**config.mk**
```make
export PLATFORM = sky130hd
export DESIGN_NAME = pe_row_drain
export DESIGN_NICKNAME = d
export VERILOG_FILES = /design/src/rtl/pe_row_drain.sv
export SDC_FILE = /design/constraint.sdc
export NUM_CORES = 1
export LEC_CHECK = 0
export ABC_CLOCK_PERIOD_IN_PS = 3810
export CAP_MARGIN = 20
export CORE_MARGIN = 1
export CORE_UTILIZATION = 50
export DETAILED_ROUTE_END_ITERATION = 8
export GPL_TIMING_DRIVEN = 0
export PLACE_DENSITY = 0.82
export SLEW_MARGIN = 20
export SYNTH_ARGS = -nofsm -noshare
export SYNTH_HDL_FRONTEND = slang
export SYNTH_SLANG_ARGS = --single-unit
export TNS_END_PERCENT = 10
```
**constraint.sdc**
```tcl
create_clock -name clk -period 3.81 [get_ports clk]
set_clock_uncertainty 0.15 [all_clocks]
set_input_delay 0.762 -clock clk [delete_from_list [all_inputs] [get_ports clk]]
set_output_delay 0.762 -clock clk [all_outputs]
set_load 0.01 [all_outputs]
```
**src/rtl/pe_row_drain.sv**
```systemverilog
// Output collector for the 16-PE systolic row: skewed capture, requantize, serialize over valid/ready.
// Optional DRAIN_SAT_EN: clamp requantized results instead of wrapping them.
module pe_row_drain #(
   parameter int unsigned NUM_PE    = 16,
   parameter int unsigned IN_WIDTH  = 12,
   parameter int unsigned OUT_WIDTH = 8,
   parameter int unsigned SHIFT     = 4,
   parameter int unsigned PE_LAT    = 1
) (
   input  logic                         clk,
   input  logic                         rst,
   input  logic [NUM_PE*IN_WIDTH-1:0]   pe_in,
   input  logic                         row_start,
   input  logic [7:0]                   vec_len,
   output logic                         out_valid,
   input  logic                         out_ready,
   output logic [OUT_WIDTH-1:0]         out_data,
   output logic [3:0]                   out_idx,
   output logic                         out_last,
   output logic                         acc_clr,
   output logic                         busy,
   output logic                         overrun
);

   localparam int unsigned IDX_W = (NUM_PE > 1) ? $clog2(NUM_PE) : 1;
   localparam int unsigned CNT_W = $clog2(PE_LAT + 256) + 1;
   localparam logic [IDX_W-1:0] LAST_IDX = IDX_W'(NUM_PE - 1);

   typedef enum logic [1:0] {
      S_IDLE,
      S_WAIT,
      S_CAPTURE,
      S_DRAIN
   } state_t;

`ifdef DRAIN_SAT_EN
   localparam logic signed [IN_WIDTH-1:0] SAT_MAX = IN_WIDTH'((2 ** (OUT_WIDTH - 1)) - 1);
   localparam logic signed [IN_WIDTH-1:0] SAT_MIN = ~SAT_MAX;

   function automatic logic [OUT_WIDTH-1:0] requant(input logic signed [IN_WIDTH-1:0] x);
      logic signed [IN_WIDTH-1:0] r;
      r = x >>> SHIFT;
      if (r > SAT_MAX) begin
         return OUT_WIDTH'(SAT_MAX);
      end else if (r < SAT_MIN) begin
         return OUT_WIDTH'(SAT_MIN);
      end else begin
         return OUT_WIDTH'(r);
      end
   endfunction
`else
   function automatic logic [OUT_WIDTH-1:0] requant(input logic signed [IN_WIDTH-1:0] x);
      return OUT_WIDTH'(x >>> SHIFT);
   endfunction
`endif

   state_t                 state_q, state_d;
   logic [CNT_W-1:0]       cnt_q, cnt_d;
   logic [IDX_W-1:0]       cap_idx_q, cap_idx_d;
   logic [IDX_W-1:0]       drain_idx_q, drain_idx_d;
   logic [OUT_WIDTH-1:0]   res_q [NUM_PE];
   logic [OUT_WIDTH-1:0]   res_d [NUM_PE];
   logic                   out_valid_q, out_valid_d;
   logic [OUT_WIDTH-1:0]   out_data_q, out_data_d;
   logic [IDX_W-1:0]       out_idx_q, out_idx_d;
   logic                   out_last_q, out_last_d;
   logic                   acc_clr_q, acc_clr_d;
   logic                   busy_q, busy_d;
   logic                   overrun_q, overrun_d;

   logic                   start_ok;
   logic [CNT_W-1:0]       wait_load;
   logic signed [IN_WIDTH-1:0] cap_slice;

   assign start_ok  = row_start && (state_q == S_IDLE) && (vec_len != 8'd0);
   assign wait_load = CNT_W'(PE_LAT) + CNT_W'(vec_len) - CNT_W'(1);
   assign cap_slice = pe_in[32'(cap_idx_q) * IN_WIDTH +: IN_WIDTH];

   // Next-state and registered-output logic.
   always_comb begin
      state_d     = state_q;
      cnt_d       = cnt_q;
      cap_idx_d   = cap_idx_q;
      drain_idx_d = drain_idx_q;
      res_d       = res_q;
      out_valid_d = out_valid_q;
      out_data_d  = out_data_q;
      out_idx_d   = out_idx_q;
      out_last_d  = out_last_q;
      acc_clr_d   = 1'b0;
      overrun_d   = overrun_q;

      if (row_start && !start_ok) begin
         overrun_d = 1'b1;
      end

      case (state_q)
         S_IDLE: begin
            if (start_ok) begin
               cnt_d     = wait_load;
               cap_idx_d = '0;
               // Zero total latency means PE0 is captured in the very next cycle.
               state_d   = (wait_load == '0) ? S_CAPTURE : S_WAIT;
            end
         end
         S_WAIT: begin
            cnt_d = cnt_q - CNT_W'(1);
            if (cnt_q == CNT_W'(1)) begin
               state_d = S_CAPTURE;
            end
         end
         S_CAPTURE: begin
            res_d[cap_idx_q] = requant(cap_slice);
            cap_idx_d        = cap_idx_q + IDX_W'(1);
            if (cap_idx_q == LAST_IDX) begin
               state_d     = S_DRAIN;
               acc_clr_d   = 1'b1;
               drain_idx_d = '0;
               out_valid_d = 1'b1;
               out_data_d  = res_d[0];
               out_idx_d   = '0;
               out_last_d  = (NUM_PE == 1);
            end
         end
         S_DRAIN: begin
            if (out_valid_q && out_ready) begin
               if (drain_idx_q == LAST_IDX) begin
                  state_d     = S_IDLE;
                  out_valid_d = 1'b0;
                  out_last_d  = 1'b0;
               end else begin
                  drain_idx_d = drain_idx_q + IDX_W'(1);
                  out_data_d  = res_q[drain_idx_d];
                  out_idx_d   = drain_idx_d;
                  out_last_d  = (drain_idx_d == LAST_IDX);
               end
            end
         end
         default: begin
            state_d = S_IDLE;
         end
      endcase

      busy_d = (state_d != S_IDLE);
   end

   always_ff @(posedge clk or negedge rst) begin
      if (!rst) begin
         state_q     <= S_IDLE;
         cnt_q       <= '0;
         cap_idx_q   <= '0;
         drain_idx_q <= '0;
         for (int i = 0; i < int'(NUM_PE); i++) begin
            res_q[i] <= '0;
         end
         out_valid_q <= 1'b0;
         out_data_q  <= '0;
         out_idx_q   <= '0;
         out_last_q  <= 1'b0;
         acc_clr_q   <= 1'b0;
         busy_q      <= 1'b0;
         overrun_q   <= 1'b0;
      end else begin
         state_q     <= state_d;
         cnt_q       <= cnt_d;
         cap_idx_q   <= cap_idx_d;
         drain_idx_q <= drain_idx_d;
         res_q       <= res_d;
         out_valid_q <= out_valid_d;
         out_data_q  <= out_data_d;
         out_idx_q   <= out_idx_d;
         out_last_q  <= out_last_d;
         acc_clr_q   <= acc_clr_d;
         busy_q      <= busy_d;
         overrun_q   <= overrun_d;
      end
   end

   assign out_valid = out_valid_q;
   assign out_data  = out_data_q;
   assign out_idx   = 4'(out_idx_q);
   assign out_last  = out_last_q;
   assign acc_clr   = acc_clr_q;
   assign busy      = busy_q;
   assign overrun   = overrun_q;

endmodule
```
**Word-level counts from Yosys, hierarchy flattened**

Cells that the tools add are included.
W data, S select, Z words.

- Register bits: 161
- Output and inout bits: 17

- Add/subtract/negate cells: 5
- Multiply operators: 1
- Order comparisons: 3
- Eq/ne operators: 12
- Shift-type cells: 1
- Muxes and demuxes: 35
- Bitwise gates (word level): 2
- Reductions and logical operators: 18

Operators by type and width:

| kind | count |
|---|---|
| $shiftx A192 B9 Y12 | 1 |
| $bwmux W128 | 1 |
| $mux W8 | 6 |
| $bmux W8 S4 | 1 |
| $demux W8 S4 | 1 |
| $pmux W10 S2 | 1 |
| $mux W4 | 4 |
| $pmux W4 S2 | 2 |
| $pmux W8 S2 | 1 |
| $eq A4 B4 Y1 const B | 3 |
| $mux W2 | 6 |
| $eq A10 B1 Y1 const B | 1 |
| $ge A5 B5 Y1 const B | 2 |
| $logic_not A10 Y1 | 1 |
| $mux W10 | 1 |
| $ne A2 B2 Y1 const B | 5 |
| $not A4 Y5 | 2 |
| $sub A10 B1 Y10 const B | 1 |
| $sub A9 B1 Y10 const B | 1 |
| $add A1 B8 Y9 const A | 1 |
| $add A4 B1 Y4 const B | 2 |
| $mux W1 | 8 |
| $pmux W2 S4 | 1 |
| $reduce_and A4 Y1 | 2 |
| 12 further kinds | 22 |

**Longest topological paths before layout**

Gate-level depths: netlist of run 1.

- Depth after elaboration: 8
- Gate-level depth with buffers: 11
- Depth with buffers taken out: 7

**Least setup slack after synthesis of run 1**

OpenSTA, ideal clock, no wires.

- Kind: reg2reg
- Start point: register, netlist name out_idx[0]
- End point: register out_data_q[4] (netlist: out_data[4])
- Library setup time: 135 ps
- Arrival: 3037 ps
- Required time: 3525 ps
- Path slack: 488 ps
- Cell stages (with the launch flop): 12
- Buffers on the path: 5
- Cell sequence: dfrtp_1 > buf_2 > buf_1 > inv_1 > ha_1 > clkbuf_1 > buf_2 > buf_1 > mux4_2 > and2_1 > a211oi_1 > o31ai_1

RTL lines:

| item | line | RTL |
|---|---|---|
| end signal: assignment | 170 | `out_data_q <= out_data_d;` |
| end: declaration | 64 | `logic [OUT_WIDTH-1:0] out_data_q, out_data_d;` |

==> flow_summary.ini, run 1 <==
[outcome]
status = finished, final reports clean

[grt]
use_met1_pct = 32.8
antenna_found_initial = 0
grt_pass1_wl_um = 36500
grt_pass1_vias = 6710
grt_overflow = 0
busiest_layer = met2
grt_use_met2_pct = 49.1
met3_usage_pct = 5.56
track_usage_pct = 27.4
grt_max_degree = 101

[logic_synthesis]
synth-edff-count = 0
async_flop_share_pct = 100
synth_area_per_cell_um2 = 14.0
synthTopCellsByArea = dfrtp_1 47%, mux4_2 17%, mux2_2 16%
synthFlopType = dfrtp_1
synthTopCellsByCount = 161 x dfrtp_1, 122 x mux2_2, 68 x nand2_1
netlist_area_mm2 = 0.00865
post-synth-top-area-cell = dfrtp_1
yosys_register_bits = 161
yosys.cell_count.top_type = dfrtp_1
synth_top_area_share_pct = 46.6
synth_warnings = 0
syn_nets = 831
postSynthCellCount = 619
ys_seq_area_share_pct = 46.6
ys_types = 49

[critical_path]
path_class = flop to flop
max_stage_delay_ns = 0.49
reg2reg_slack_ns = 0.21
r2r-start = out_idx[0]
ff2ff_path_depth = 10
critPathArrivalTime_ns = 3.75
end_kind = flop
cp_top_family = buffers and inverters
cp.required_ns = 3.96
cpMostUsedCell = buf_2
cp_num_buf_inv = 5
cp_cell_sequence = buf_2 -> buf_2 -> inv_1 -> ha_1 -> clkbuf_1 -> clkbuf_4 -> mux4_2 -> and2_1 -> a211oi_1 -> o31ai_1
critical_path.max_fanout = 19
slowest_stage = clkbuf_4
cp-start-kind = flop
r2r-end = out_data[5]

[timing]
tightest_slew_ns = 0.756
rsz0062_at_grt = no
setup_tns_ns = 0
setup_viol = 0
min_period_ns = 3.60
finalCritPeriodShare_pct = 94.5
slew_headroom_pct = 49.5
hold_viol_final = 0
fmax_mhz = 278
finalMaxSlewViolations = 0

[clock_network]
cts_sinks = 161
clk_path_buf_depth = 2
root_buffer = clkbuf_16
path_clk_slew_ns = 0.06
insertion_delay_ns = 0.43
cts_tree = done
numCtsBuffers = 17
htreeDepth = 4

[final_layout]
nets = 1006
design_area_mm2 = 0.0111
utilization_pct = 66.3
area.growth.synth_to_final_pct = 28.3
diodes = 0
drive_above_1_share_pct = 30.1

[floorplan]
die_area_mm2 = 0.0178
die_h_um = 134
start_util_pct = 51.6
io_pins = 221
coreArea_mm2 = 0.0168
fp.dieW_um = 134
num_rows = 47

[detailed_routing]
via_per_inst = 6.10
drt_iter0_drc = 540
ant_nets = 0
wl_per_cell_um = 22.6
drc = 0
drt-total-wl_um = 23100
drt_first_pass_iters = 5
vias = 6256

[power_and_ir_drop]
p_leak_nw = 4.49
power_density_mw_per_mm2 = 353
p_total_mw = 3.92
ir_worst_vdd_mv = 0.315

[flow_run]
cap_violations = 0

[placement]
routabilityCongestion = 0.867
dp_hpwl_um = 17600
io_buffers = 156
placed_cell_area_mm2 = 0.0105

[hold_path]
hold_path_class = primary input to async pin
==> how the worst max path moves through the flow <==
stage,start,end,slack (ns),cells after the start
2_1_floorplan,out_idx[0],out_data[4],0.49,11
3_3_place_gp,rst,cnt_q[8],-4.14,1
3_5_place_dp,out_idx[0],out_data[5],-0.56,11
4_1_cts,out_idx[0],out_data[2],0.07,10
5_1_grt,out_idx[0],out_data[2],0.05,10
6_report,out_idx[0],out_data[5],0.21,10
==> power breakdown <==
part,switching [mW],internal [mW],total [mW]
Clock,0.719,0.971,1.69
Sequential,0.0483,1.79,1.84
Combinational,0.135,0.256,0.391
Total,0.902,3.01,3.92
==> kinds of logic (layout without fill, tap and decap cells) <==
logic type	after synthesis	count (layout)	synth area share, %
compound gates	70	70	5.54
fa+ha+maj	8	8	1.16
buf+inv	51	238	3.61
flops	161	161	46.6
xor+xnor	4	4	0.405
simple gates	121	121	6.55
mux	204	204	36.2
==> state kept, by name, summed over array words and instances, names as in the netlist, 2 cells and up <==
name	cells
res_q	128
out_idx	4
out_data	8
state_q	2
cnt_q	10
cap_idx_q	4
==> through the flow <==
| stage | hold WS (ns) | std cells | setup slack [ns] |
|---|---|---|---|
| after floorplan | 0.296 | 619 | 0.488 |
| after global placement | 0.290 | 995 | -4.14 |
| after detailed placement | 0.298 | 996 | -0.556 |
| after CTS | 0.117 | 1026 | 0.0718 |
| after global routing | 0.139 | 1026 | 0.0482 |
| final | 0.113 | 1026 | 0.210 |
==> repair_timing <==
item,in CTS,in global routing
hold buffers,0,0
gates resized for setup,1,3
setup endpoints to repair,8,7
setup buffers,0,0
==> metal layers <==
layer  up-vias  wire length (um)
met1      3183              8730
met5         -                 0
met3        42              1540
li1       2722                 -
met2       309             12400
met4         0               493
==> cells in the final DEF (no fill, tap or decap), types with 8 or more instances in the layout <==
cell type	instances
and2_1	11
clkbuf_1	22
mux2_2	122
ha_1	8
nand3_1	13
o21ai_0	12
o21ai_1	13
dfrtp_1	161
clkbuf_16	17
mux2i_1	8
clkdlybuf4s50_1	155
o31ai_1	10
buf_6	10
nand2_1	68
mux4_2	67
==> layout make-up <==
type                    count  area [um^2]
plain buffers              43          288
multi-input cells         407         4310
inverters                   7         26.3
flip-flops and latches    161         4030
clock buffers              17          425
repair buffers            157         1590
fillers                  1159         5650
clock inverters            14          156
well taps                 220          275
Note: power is estimated with default switching activity, not from simulation.
==> inputs of run 2 (changes only) <==
Settings changed: MAX_ROUTING_LAYER from default to met4.
==> run 2 against run 1 <==
  * Maximum frequency increased by 0.12%
  * Global-route usage is 0.86 points higher
  * Combinational power about the same
  * Via count rose by 0.14%
  * Clock power barely moved
  * Setup slack improved by 0.0043 ns
  * Critical endpoint unchanged
  * Largest power group unchanged
==> flow_summary.ini, run 2 (synthesized netlist as in run 1, its figures left out) <==
[timing]
min_period_ns = 3.60
rsz0062_at_grt = no
tightest_slew_ns = 0.754
slew_headroom_pct = 49.6
finalMaxSlewViolations = 0
fmax_mhz = 278
setup_viol = 0
hold_viol_final = 0
finalCritPeriodShare_pct = 94.4

[clock_network]
insertion_delay_ns = 0.43
cts_tree = done
root_buffer = clkbuf_16
path_clk_slew_ns = 0.06
clk_path_buf_depth = 2
numCtsBuffers = 17
htreeDepth = 4
cts_setup_buffers = 0
ctsHoldBuffers = 0
cts_resized = 1
cts_sinks = 161

[detailed_routing]
wl_per_cell_um = 22.5
vias = 6265
drt_iter0_drc = 529
ant_nets = 0
drt_first_pass_iters = 5
via_per_inst = 6.11
drc = 0
drt-total-wl_um = 23100

[critical_path]
cp-start-kind = flop
ff2ff_path_depth = 10
r2r-end = out_data[5]
cp.required_ns = 3.96
path_class = flop to flop
reg2reg_slack_ns = 0.21
r2r-start = out_idx[0]
critPathArrivalTime_ns = 3.75
critical_path.max_fanout = 19
end_kind = flop

[floorplan]
fp.dieW_um = 134
io_pins = 221
num_rows = 47
die_h_um = 134
coreArea_mm2 = 0.0168
die_area_mm2 = 0.0178
start_util_pct = 51.6

[final_layout]
diodes = 0
final_cell_mix = 161 x dfrtp_1, 155 x clkdlybuf4s50_1, 122 x mux2_2, 68 x nand2_1, 67 x mux4_2
top_register = res_q
design_area_mm2 = 0.0111
largest_register_ffs = 128
utilization_pct = 66.3
fillCellCount = 1159
final_common_cell = dfrtp_1
drive_above_1_share_pct = 30.1
nets = 1006
area.growth.synth_to_final_pct = 28.3

[placement]
routabilityCongestion = 0.881
placed_cell_area_mm2 = 0.0105
io_buffers = 156
dp_hpwl_um = 17600

[power_and_ir_drop]
p_total_mw = 3.92
p_sw_share_pct = 23.1
pwr-share-comb_pct = 10.0
p_leak_nw = 4.49
power_density_mw_per_mm2 = 353
intPower_mw = 3.01
p_clk_share_pct = 43.2
p_sw_uw = 904
ir_worst_vdd_mv = 0.320
pwr-share-seq_pct = 46.8

[grt]
antenna_found_initial = 0
grt_overflow = 0
grt_max_degree = 101
track_usage_pct = 28.3
grt_pass1_vias = 6689
grt_pass1_wl_um = 36500

[outcome]
status = finished, final reports clean

[hold_path]
hold_path_class = primary input to async pin

[flow_run]
cap_violations = 0
-- run 2: cell counts in the layout (fill, tap and decap cells not counted) --
No cell type changed its count.
-- run 2: layout make-up --
| type | count | area [um^2] | share of cell area [%] |
|---|---|---|---|
| plain buffers | 43 | 288 | 2.59 |
| clock buffers | 17 | 425 | 3.83 |
| clock inverters | 14 | 156 | 1.41 |
| inverters | 7 | 26.3 | 0.237 |
| multi-input cells | 407 | 4310 | 38.8 |
| flip-flops and latches | 161 | 4030 | 36.3 |
| well taps | 220 | 275 | 2.48 |
| repair buffers | 157 | 1590 | 14.4 |
-- run 2: worst max-delay path: stages, from the launching register on --
cell	delay (ns)
dfrtp_1	0.42
buf_2	0.40
buf_2	0.37
inv_1	0.08
ha_1	0.28
clkbuf_1	0.39
clkbuf_4	0.48
mux4_2	0.37
and2_1	0.18
a211oi_1	0.24
o31ai_1	0.09
-- run 2: layer usage --
metal | vias up | track usage, % | share of wire, % | wire length, um
li1 | 2724 | - | - | -
met2 | 300 | 49.1 | 54 | 12400
met5 | - | - | 0 | 0
met3 | 35 | 4.22 | 5.5 | 1270
met1 | 3206 | 33.4 | 39 | 8980
met4 | 0 | 10.4 | 2.1 | 478
-- run 2: worst max path at each step --
stage / from / endpoint / slack, ns / cells after the start
after floorplan: out_idx[0] / out_data[4] / 0.49 / 11
after global placement: rst / cnt_q[8] / -4.14 / 1
after detailed placement: out_idx[0] / out_data[5] / -0.56 / 11
after CTS: out_idx[0] / out_data[2] / 0.07 / 10
after global routing: out_idx[0] / out_data[2] / 0.05 / 10
final: out_idx[0] / out_data[5] / 0.21 / 10
-- run 2: metrics by stage --
stage	cells	hold slack [ns]	TNS (ns)	setup slack (ns)
2_1_floorplan	619	0.296	0	0.488
3_3_place_gp	995	0.290	-667.05	-4.14
3_5_place_dp	996	0.298	-3.21	-0.556
4_1_cts	1026	0.117	0	0.0718
5_1_grt	1026	0.143	0	0.0487
6_report	1026	0.111	0	0.214
-- run 2: power groups by stage --
stage	sequential [mW]	combinational (mW)	clock, mW
finish	1.84	0.391	1.69
floorplan	1.85	0.167	0
global route	1.84	0.419	1.77
detailed placement	1.86	0.391	0
CTS	1.83	0.394	1.71
global placement	1.86	0.370	0
